## src/rtl/board_state_ctrl_pkg.sv

```systemverilog
// Shared cell encodings, state encodings and position limits for the tic-tac-toe board controller.
package tic_tac_toe_pkg;

  localparam logic [1:0] CELL_EMPTY = 2'b00;
  localparam logic [1:0] CELL_X     = 2'b01;
  localparam logic [1:0] CELL_O     = 2'b10;

  localparam logic [2:0] IDLE   = 3'd0;
  localparam logic [2:0] CHECK  = 3'd1;
  localparam logic [2:0] WRITE  = 3'd2;
  localparam logic [2:0] SETTLE = 3'd3;
  localparam logic [2:0] DONE   = 3'd4;

  localparam logic [3:0] POS_MIN = 4'd1;
  localparam logic [3:0] POS_MAX = 4'd9;

  // Player 0 places X, player 1 places O.
  function automatic logic [1:0] player_mark(input logic player);
    return player ? CELL_O : CELL_X;
  endfunction

endpackage

```

## src/rtl/board_state_ctrl_if.sv

```systemverilog
// Move request handshake between the move source (master) and the board controller (slave).
interface board_state_ctrl_if;
  logic       move_valid;
  logic [3:0] move_pos;
  logic       move_ready;

  modport master (output move_valid, output move_pos, input  move_ready);
  modport slave  (input  move_valid, input  move_pos, output move_ready);
endinterface

```

## src/rtl/board_state_ctrl_cell_index_decode.sv

```systemverilog
// Maps a 1..9 cell index to a one-hot cell enable; out-of-range indices give no enable.
module cell_index_decode
  import tic_tac_toe_pkg::*;
(
  input  logic [3:0] pos,
  output logic [8:0] onehot,
  output logic       in_range
);

  always_comb begin
    in_range = (pos >= POS_MIN) && (pos <= POS_MAX);
    onehot   = '0;
    for (int i = 0; i < 9; i++) begin
      onehot[i] = in_range && (pos == 4'(i + 1));
    end
  end

endmodule

```

## src/rtl/board_state_ctrl.sv

```systemverilog
// Tic-tac-toe board controller: accepts moves, validates them, commits legal ones
// to a registered 3x3 board and freezes once the downstream detectors report game over.
module board_state_ctrl
  import tic_tac_toe_pkg::*;
#(
  parameter logic FIRST_PLAYER  = 1'b0,
  parameter int   SETTLE_CYCLES = 1
)(
  input  logic                clk,
  input  logic                rst_n,
  input  logic                new_game,
  board_state_ctrl_if.slave   move_if,
  input  logic                game_over,
  output logic [1:0]          pos1,
  output logic [1:0]          pos2,
  output logic [1:0]          pos3,
  output logic [1:0]          pos4,
  output logic [1:0]          pos5,
  output logic [1:0]          pos6,
  output logic [1:0]          pos7,
  output logic [1:0]          pos8,
  output logic [1:0]          pos9,
  output logic                cur_player,
  output logic [3:0]          move_count,
  output logic                move_accepted,
  output logic                illegal_move,
  output logic                done
);

  logic [2:0] state;
  logic [2:0] state_next;
  logic [3:0] pend_pos;
  logic [1:0] board [9];
  logic [1:0] settle_cnt;
  logic [8:0] pend_onehot;
  logic       pend_in_range;
  logic       target_busy;
  logic       move_legal;
  logic       accept;
  logic       settle_last;

  cell_index_decode u_decode (
    .pos      (pend_pos),
    .onehot   (pend_onehot),
    .in_range (pend_in_range)
  );

  assign accept      = (state == IDLE) && move_if.move_valid && move_if.move_ready;
  assign settle_last = (settle_cnt == 2'(SETTLE_CYCLES - 1));
  assign move_legal  = pend_in_range && !target_busy;

  always_comb begin
    target_busy = 1'b0;
    for (int i = 0; i < 9; i++) begin
      if (pend_onehot[i] && (board[i] != CELL_EMPTY)) target_busy = 1'b1;
    end
  end

  // new_game overrides every transition, including a move already in flight.
  always_comb begin
    state_next = state;
    case (state)
      IDLE:    if (accept) state_next = CHECK;
      CHECK:   state_next = move_legal ? WRITE : IDLE;
      WRITE:   state_next = SETTLE;
      SETTLE:  if (settle_last) state_next = game_over ? DONE : IDLE;
      DONE:    state_next = DONE;
      default: state_next = IDLE;
    endcase
    if (new_game) state_next = IDLE;
  end

  always_ff @(posedge clk or negedge rst_n) begin
    if (!rst_n) begin
      state              <= IDLE;
      pend_pos           <= '0;
      settle_cnt         <= '0;
      cur_player         <= FIRST_PLAYER;
      move_count         <= '0;
      move_accepted      <= 1'b0;
      illegal_move       <= 1'b0;
      done               <= 1'b0;
      move_if.move_ready <= 1'b1;
      for (int i = 0; i < 9; i++) board[i] <= CELL_EMPTY;
    end else begin
      state              <= state_next;
      move_if.move_ready <= (state_next == IDLE);
      done               <= (state_next == DONE);
      move_accepted      <= 1'b0;
      illegal_move       <= 1'b0;
      if (new_game) begin
        settle_cnt <= '0;
        cur_player <= FIRST_PLAYER;
        move_count <= '0;
        for (int i = 0; i < 9; i++) board[i] <= CELL_EMPTY;
      end else begin
        case (state)
          IDLE: begin
            if (accept) pend_pos <= move_if.move_pos;
          end
          CHECK: begin
            settle_cnt <= '0;
            if (!move_legal) illegal_move <= 1'b1;
          end
          WRITE: begin
            for (int i = 0; i < 9; i++) begin
              if (pend_onehot[i]) board[i] <= player_mark(cur_player);
            end
            cur_player    <= ~cur_player;
            move_accepted <= 1'b1;
            settle_cnt    <= '0;
            if (move_count != 4'd9) move_count <= move_count + 4'd1;
          end
          SETTLE: begin
            if (!settle_last) settle_cnt <= settle_cnt + 2'd1;
          end
          default: ;
        endcase
      end
    end
  end

  assign pos1 = board[0];
  assign pos2 = board[1];
  assign pos3 = board[2];
  assign pos4 = board[3];
  assign pos5 = board[4];
  assign pos6 = board[5];
  assign pos7 = board[6];
  assign pos8 = board[7];
  assign pos9 = board[8];

endmodule

```

## src/flat_wrapper.sv

```systemverilog
// flat-port wrapper written by rule: the top's interface ports become plain ports
module board_state_ctrl_flat import tic_tac_toe_pkg::*;
#(
  parameter logic FIRST_PLAYER  = 1'b0,
  parameter int   SETTLE_CYCLES = 1
)
  (clk, rst_n, new_game, game_over, pos1, pos2, pos3, pos4, pos5, pos6, pos7, pos8, pos9, cur_player, move_count, move_accepted, illegal_move, done, move_if_move_valid, move_if_move_pos, move_if_move_ready);
  board_state_ctrl_if move_if_i ();
  input  logic clk;
  input  logic rst_n;
  input  logic new_game;
  input  logic game_over;
  output logic [1:0] pos1;
  output logic [1:0] pos2;
  output logic [1:0] pos3;
  output logic [1:0] pos4;
  output logic [1:0] pos5;
  output logic [1:0] pos6;
  output logic [1:0] pos7;
  output logic [1:0] pos8;
  output logic [1:0] pos9;
  output logic cur_player;
  output logic [3:0] move_count;
  output logic move_accepted;
  output logic illegal_move;
  output logic done;
  input wire logic [$bits(move_if_i.move_valid)-1:0] move_if_move_valid;
  input wire logic [$bits(move_if_i.move_pos)-1:0] move_if_move_pos;
  output wire logic [$bits(move_if_i.move_ready)-1:0] move_if_move_ready;
  assign move_if_i.move_valid = move_if_move_valid;
  assign move_if_i.move_pos = move_if_move_pos;
  assign move_if_move_ready = move_if_i.move_ready;
  board_state_ctrl #(.FIRST_PLAYER(FIRST_PLAYER), .SETTLE_CYCLES(SETTLE_CYCLES)) u_core (.clk(clk), .rst_n(rst_n), .new_game(new_game), .move_if(move_if_i), .game_over(game_over), .pos1(pos1), .pos2(pos2), .pos3(pos3), .pos4(pos4), .pos5(pos5), .pos6(pos6), .pos7(pos7), .pos8(pos8), .pos9(pos9), .cur_player(cur_player), .move_count(move_count), .move_accepted(move_accepted), .illegal_move(illegal_move), .done(done));
endmodule
```

## config.mk

```make
export PLATFORM = sky130hd
export DESIGN_NAME = board_state_ctrl_flat
export DESIGN_NICKNAME = d
export VERILOG_FILES = /design/src/rtl/board_state_ctrl_pkg.sv /design/src/rtl/board_state_ctrl_if.sv /design/src/rtl/board_state_ctrl_cell_index_decode.sv /design/src/rtl/board_state_ctrl.sv /design/src/flat_wrapper.sv
export SDC_FILE = /design/constraint.sdc
export NUM_CORES = 1
export LEC_CHECK = 0
export BUFFER_PORTS_ARGS = -buffer_cell sky130_fd_sc_hd__buf_2
export CELL_PAD_IN_SITES_DETAIL_PLACEMENT = 1
export CELL_PAD_IN_SITES_GLOBAL_PLACEMENT = 1
export CORE_MARGIN = 2
export CORE_UTILIZATION = 30
export DETAILED_ROUTE_END_ITERATION = 10
export PLACE_DENSITY_LB_ADDON = 0.2
export SLEW_MARGIN = 20
export SYNTH_ARGS = -nofsm -noshare
export SYNTH_HDL_FRONTEND = slang
export SYNTH_SLANG_ARGS = --single-unit
```

## constraint.sdc

```tcl
create_clock -name clk -period 2.5 [get_ports clk]
set_clock_uncertainty 0.1 [all_clocks]
set_input_delay 0.625 -clock clk [delete_from_list [all_inputs] [get_ports clk]]
set_output_delay 0.625 -clock clk [all_outputs]
set_load 0.02 [all_outputs]
```

# After elaboration in Yosys (flattened, before gate mapping)
# Index checks and enable logic that the tools add are counted.
[totals]
out_inout_bits = 27
word_cells = 140
ff_bits = 36
inputBits = 9
[classes]
reduce_logical = 60
addsub = 2
n_bitwise = 2
magnitude_cmp = 2
n_eq_ne = 16
mux = 40
[ops]
columns = ["operator", "count"]
rows = [
  ["2-bit nonzero test", 20],
  ["18-bit 2-to-1 mux", 2],
  ["2-bit 2-to-1 mux", 13],
  ["1-bit logical AND", 22],
  ["2-bit AND reduction", 11],
  ["4-bit by 3-bit == test with 1-bit output (second input constant)", 4],
  ["1-bit 2-to-1 mux", 16],
  ["3-bit one-hot mux with 5 select lines", 1],
  ["3-bit 2-to-1 mux", 4],
  ["4-bit 2-to-1 mux", 3],
  ["4-bit by 2-bit == test with 1-bit output (second input constant)", 2],
  ["4-bit == test (second input constant)", 2],
  ["3-bit by 2-bit == test with 1-bit output (second input constant)", 2],
  ["3-bit == test (second input constant)", 2],
  ["3-bit zero test", 2],
  ["4-bit by 1-bit adder with 4-bit output (second input constant)", 1],
  ["4-bit by 1-bit == test with 1-bit output (second input constant)", 1],
  ["4-bit by 1-bit >= comparator with 1-bit output (second input constant)", 1],
  ["4-bit <= comparator (second input constant)", 1],
  ["4-bit inequality test (second input constant)", 1],
  ["2-bit one-hot mux with 2 select lines", 1],
  ["3-bit by 1-bit == test with 1-bit output (second input constant)", 1],
  ["3-bit inequality test (second input constant)", 1],
  ["3-bit AND reduction", 1],
  ["6 further kinds", 7],
]

# Logic depth before layout (Yosys ltp)
[depth]
depth_word = 19
mapped_depth = 7

# By module
# From an unflattened synthesis, not the netlist that was laid out.
[hier_totals]
hier_cells = 181
hier_area_um2 = 1711.6
[by_module_without_submodules]
columns = ["mod", "cells_per_inst", "area_each_um2", "n_inst"]
rows = [
  ["board_state_ctrl", 164, 1615.3, 1],
  ["cell_index_decode", 17, 96.3, 1],
]

# Least setup slack after synthesis
# Ideal clock, no wire load.
[synth_timing]
kind = "register to register"
startpoint = "register u_core.state[0]"
endpoint = "register u_core.board, in the netlist u_core.pos7[0]"
path_slack_ns = 0.681
t_arrival_ns = 1.623
stages_incl_launch_ff = 7
period_less_slack_ns = 1.819
path_cell_list = "dfrtp_1 > buf_2 > or3b_4 > nor3b_4 > buf_6 > a21oi_2 > a311oi_2"
[synth_between]
elab_chain_cells = 3
[synth_rtl]
columns = ["element", "line_no", "rtl"]
rows = [
  ["start: declaration", "board_state_ctrl.sv:30", "logic [2:0] state;"],
  ["start signal: assignment", "board_state_ctrl.sv:86", "state <= state_next;"],
  ["3-bit by 2-bit == test with 1-bit output", "board_state_ctrl.sv:97", "case (state)"],
  ["2-bit nonzero test (no source line)", "n/a", ""],
  ["2-bit AND reduction (no source line)", "n/a", ""],
  ["end signal: indexed assignment", "board_state_ctrl.sv:107", "if (pend_onehot[i]) board[i] <= player_mark(cur_player);"],
  ["end: declaration", "board_state_ctrl.sv:33", "logic [1:0] board [9];"],
]
# No other way between the ends.
# A chain may end at the register's enable or synchronous reset.

# Worst setup path in the final report
[layout_timing]
startpoint = "register u_core.state[1]"
endpoint = "register u_core.board, in the netlist u_core.pos7[0]"
# Same word-level chain as after synthesis.

==> metrics.cfg <==
[global_routing]
grt_pass1_vias=1462
antenna_found_initial=0
gr-total-overflow=0
grt_max_degree=30
track_usage_pct=14.7
grt_pass1_wl_um=7290

[cells_and_area]
final_cell_area_mm2=0.00217
drive_above_1_share_pct=29.1
diodes=0
stdcell_count=298
nNetsFinal=234
area_growth_pct=20.5

[worst_setup_path]
critPathLaunchType=flip-flop
reg2reg_depth=5
cp-end-kind=flip-flop
critPathMaxFanout=9
arrival_ns=2.17
crit_type=reg -> reg
critical_path_required_ns=2.60

[clock_network]
cts_num_sinks=36
clk_latency_ns=0.29
post_cts_resized=0
clk_path_buf_depth=2
ctsHoldBuffers=0
clkTransAtPathRegs_ns=0.07
cts_buffers=5
cts_tree=done
htree_levels=2
cts_root_buffer=clkbuf_8
post_cts_buffers=0

[yosys]
synthCells=183
yosysTopAreaCell=dfrtp_1
synth_enable_flop_cells=0
syn-num-nets=195
avgSynthCellArea_um2=9.85
yosysWarnings=0
synth_seq_cells=36
synth_top_area_share_pct=48.6
ys_seq_area_share_pct=50.0
yosys.cell_types.count=43
synthTopCellsByArea=dfrtp_1 (49%), a21oi_1 (6.7%), nand2_1 (4.0%), nor2_1 (3.7%), mux2_2 (3.1%)
synthArstFlopShare_pct=100
netlist_area_mm2=0.00180
synth_ff_type=dfrtp_1

[timing]
grt_setup_unrepaired=false
relSlewSlack_pct=71.1
fin_crit_ns=2.07
clock.fmax_mhz=483
worst_pin_slew_ns=0.433
setup_violations=0
final-hold-violation-count=0
min_period_over_period_pct=82.7
setup_tns_ns=0
finalMaxSlewViolations=0

[die]
start_util_pct=30.8
core_mm2=0.00585
ios=36
die-height_um=81.5
dieWidth_um=81.5
row_count=28
dieArea_mm2=0.00665

[power_and_ir_drop]
p_int_uw=1070
pwr-share-seq_pct=44.4
power_density_mw_per_mm2=777
swShare_pct=36.4
p_clk_share_pct=25.7
p_switching_uw=615
cellLeakagePower_uw=0.00102
combPwrFrac_pct=29.9
peakVddDrop_uv=423

[place]
placed_area_mm2=0.00208
gp_congestion=0.699
io_buffers=35
dp_hpwl_um=3100
dp.cells=290

[detailed_routing]
remaining_drc_errors=0
firstDrtPassIters=4
wirelength_um=4330
ant_nets=0
drt-wirelength-per-cell_um=14.5
drt_iter0_markers=55
num_vias=1452
viasPerCell=4.87

[job]
max_cap_viol_count=0

[status]
outcome=completed

[min_path]
hold_path.class=in -> async

## through the flow
stage | setup WS (ns) | hold slack [ns] | utilization [%] | total power (uW)
2_1_floorplan | 0.681 | 0.229 | - | 1100
3_3_place_gp | 0.466 | 0.430 | 35.6 | 1270
3_5_place_dp | 0.442 | 0.426 | 35.6 | 1270
4_1_cts | 0.429 | 0.119 | 37.1 | 1710
5_1_grt | 0.251 | 0.127 | 37.1 | 1810
6_report | 0.431 | 0.112 | 37.1 | 1690
## cells by family (layout without fill, tap and decap cells)
| kind of cell | Yosys count | after routing | share of synthesized area (%) |
|---|---|---|---|
| adder cells (fa/ha/maj) | 3 | 3 | 2.08 |
| XOR/XNOR | 3 | 3 | 1.46 |
| AND/OR/NAND/NOR | 65 | 65 | 19.6 |
| buffers and inverters | 17 | 57 | 4.44 |
| flip-flops | 36 | 36 | 50.0 |
| AO/OA/AOI/OAI | 51 | 51 | 17.6 |
| multiplexers | 8 | 8 | 4.79 |
## worst max-delay path: stages (launching register included)
cell and delay [ns]:
dfrtp_1 0.48, or3b_4 0.47, nor3b_4 0.38, buf_4 0.23
a21oi_2 0.06, a311oi_2 0.25
## final timing paths
check | endpoint | from | slack, ns
worst max-delay path | u_core.pos7[0] | u_core.state[1] | 0.43
worst min-delay path | u_core.settle_cnt[0] | rst_n | 0.11
worst max register to register | u_core.pos7[0] | u_core.state[1] | 0.43
worst min register to register | u_core.pos1[1] | u_core.pos1[1] | 0.43
max in group asynchronous | u_core.pos2[0] | rst_n | 1.70
min in group clk | u_core.pos1[1] | u_core.pos1[1] | 0.43
## layer usage
| metal | share of wire (%) | track usage [%] |
|---|---|---|
| met1 | 53 | 21.1 |
| met2 | 42 | 20.8 |
| met3 | 4.5 | 3.41 |
| met4 | 1.2 | 6.61 |
| met5 | 0 | 0 |
## cells in the mapped netlist (2+ instances only)
cell type	count
dfrtp_1	35
nor3b_1	3
nand3_1	11
ha_1	3
nor2_1	18
a21oi_1	24
o21ai_1	3
nand4_1	3
nor2b_1	2
nor3b_4	2
inv_1	4
o21ai_0	7
mux2i_1	3
nand2_1	19
a311oi_1	5
mux2_2	5
xor2_1	2
clkbuf_1	8
o31ai_1	2
## flip-flops by register name (all words and copies together), names as in the netlist
register,count
u_core.move_count,4
u_core.pend_pos,4
u_core.state,3
u_core.pos1,2
u_core.pos2,2
u_core.pos3,2
u_core.pos4,2
u_core.pos5,2
u_core.pos6,2
u_core.pos7,2
u_core.pos8,2
u_core.pos9,2
u_core.settle_cnt,2
u_core.cur_player,1
u_core.done,1
u_core.illegal_move,1
u_core.move_accepted,1
u_core.move_if.move_ready,1
## placed cells by master (no fill, tap or decap), types with 2 or more instances in the layout
master,netlist,final
a311oi_1,5,5
o21ai_1,3,3
nor2_1,18,18
mux2_2,5,5
nor3b_4,2,2
clkbuf_8,0,6
o21ai_0,7,7
dfrtp_1,35,35
mux2i_1,3,3
o31ai_1,2,2
inv_1,4,4
buf_2,1,35
nor2b_1,2,2
nor3b_1,3,3
nand4_1,3,3
ha_1,3,3
xor2_1,2,2
nand2_1,19,19
clkbuf_1,8,2
a21oi_1,24,24
nand3_1,11,11
buf_4,1,10
## power groups by stage
stage	clock network (uW)	logic (uW)	registers, uW
4_1_cts	451	512	751
3_5_place_dp	0	509	758
2_1_floorplan	0	371	732
5_1_grt	475	565	767
3_3_place_gp	0	506	763
6_report	434	505	750
## cell type report
| type | instances | area, um^2 |
|---|---|---|
| Clock buffer | 8 | 90.1 |
| Fill cell | 688 | 3680 |
| Inverter | 4 | 15.0 |
| Multi-Input combinational cell | 130 | 821 |
| Sequential cell | 36 | 902 |
| Tap cell | 75 | 93.8 |
| Timing Repair Buffer | 45 | 250 |
(Power assumes the default switching activity.)
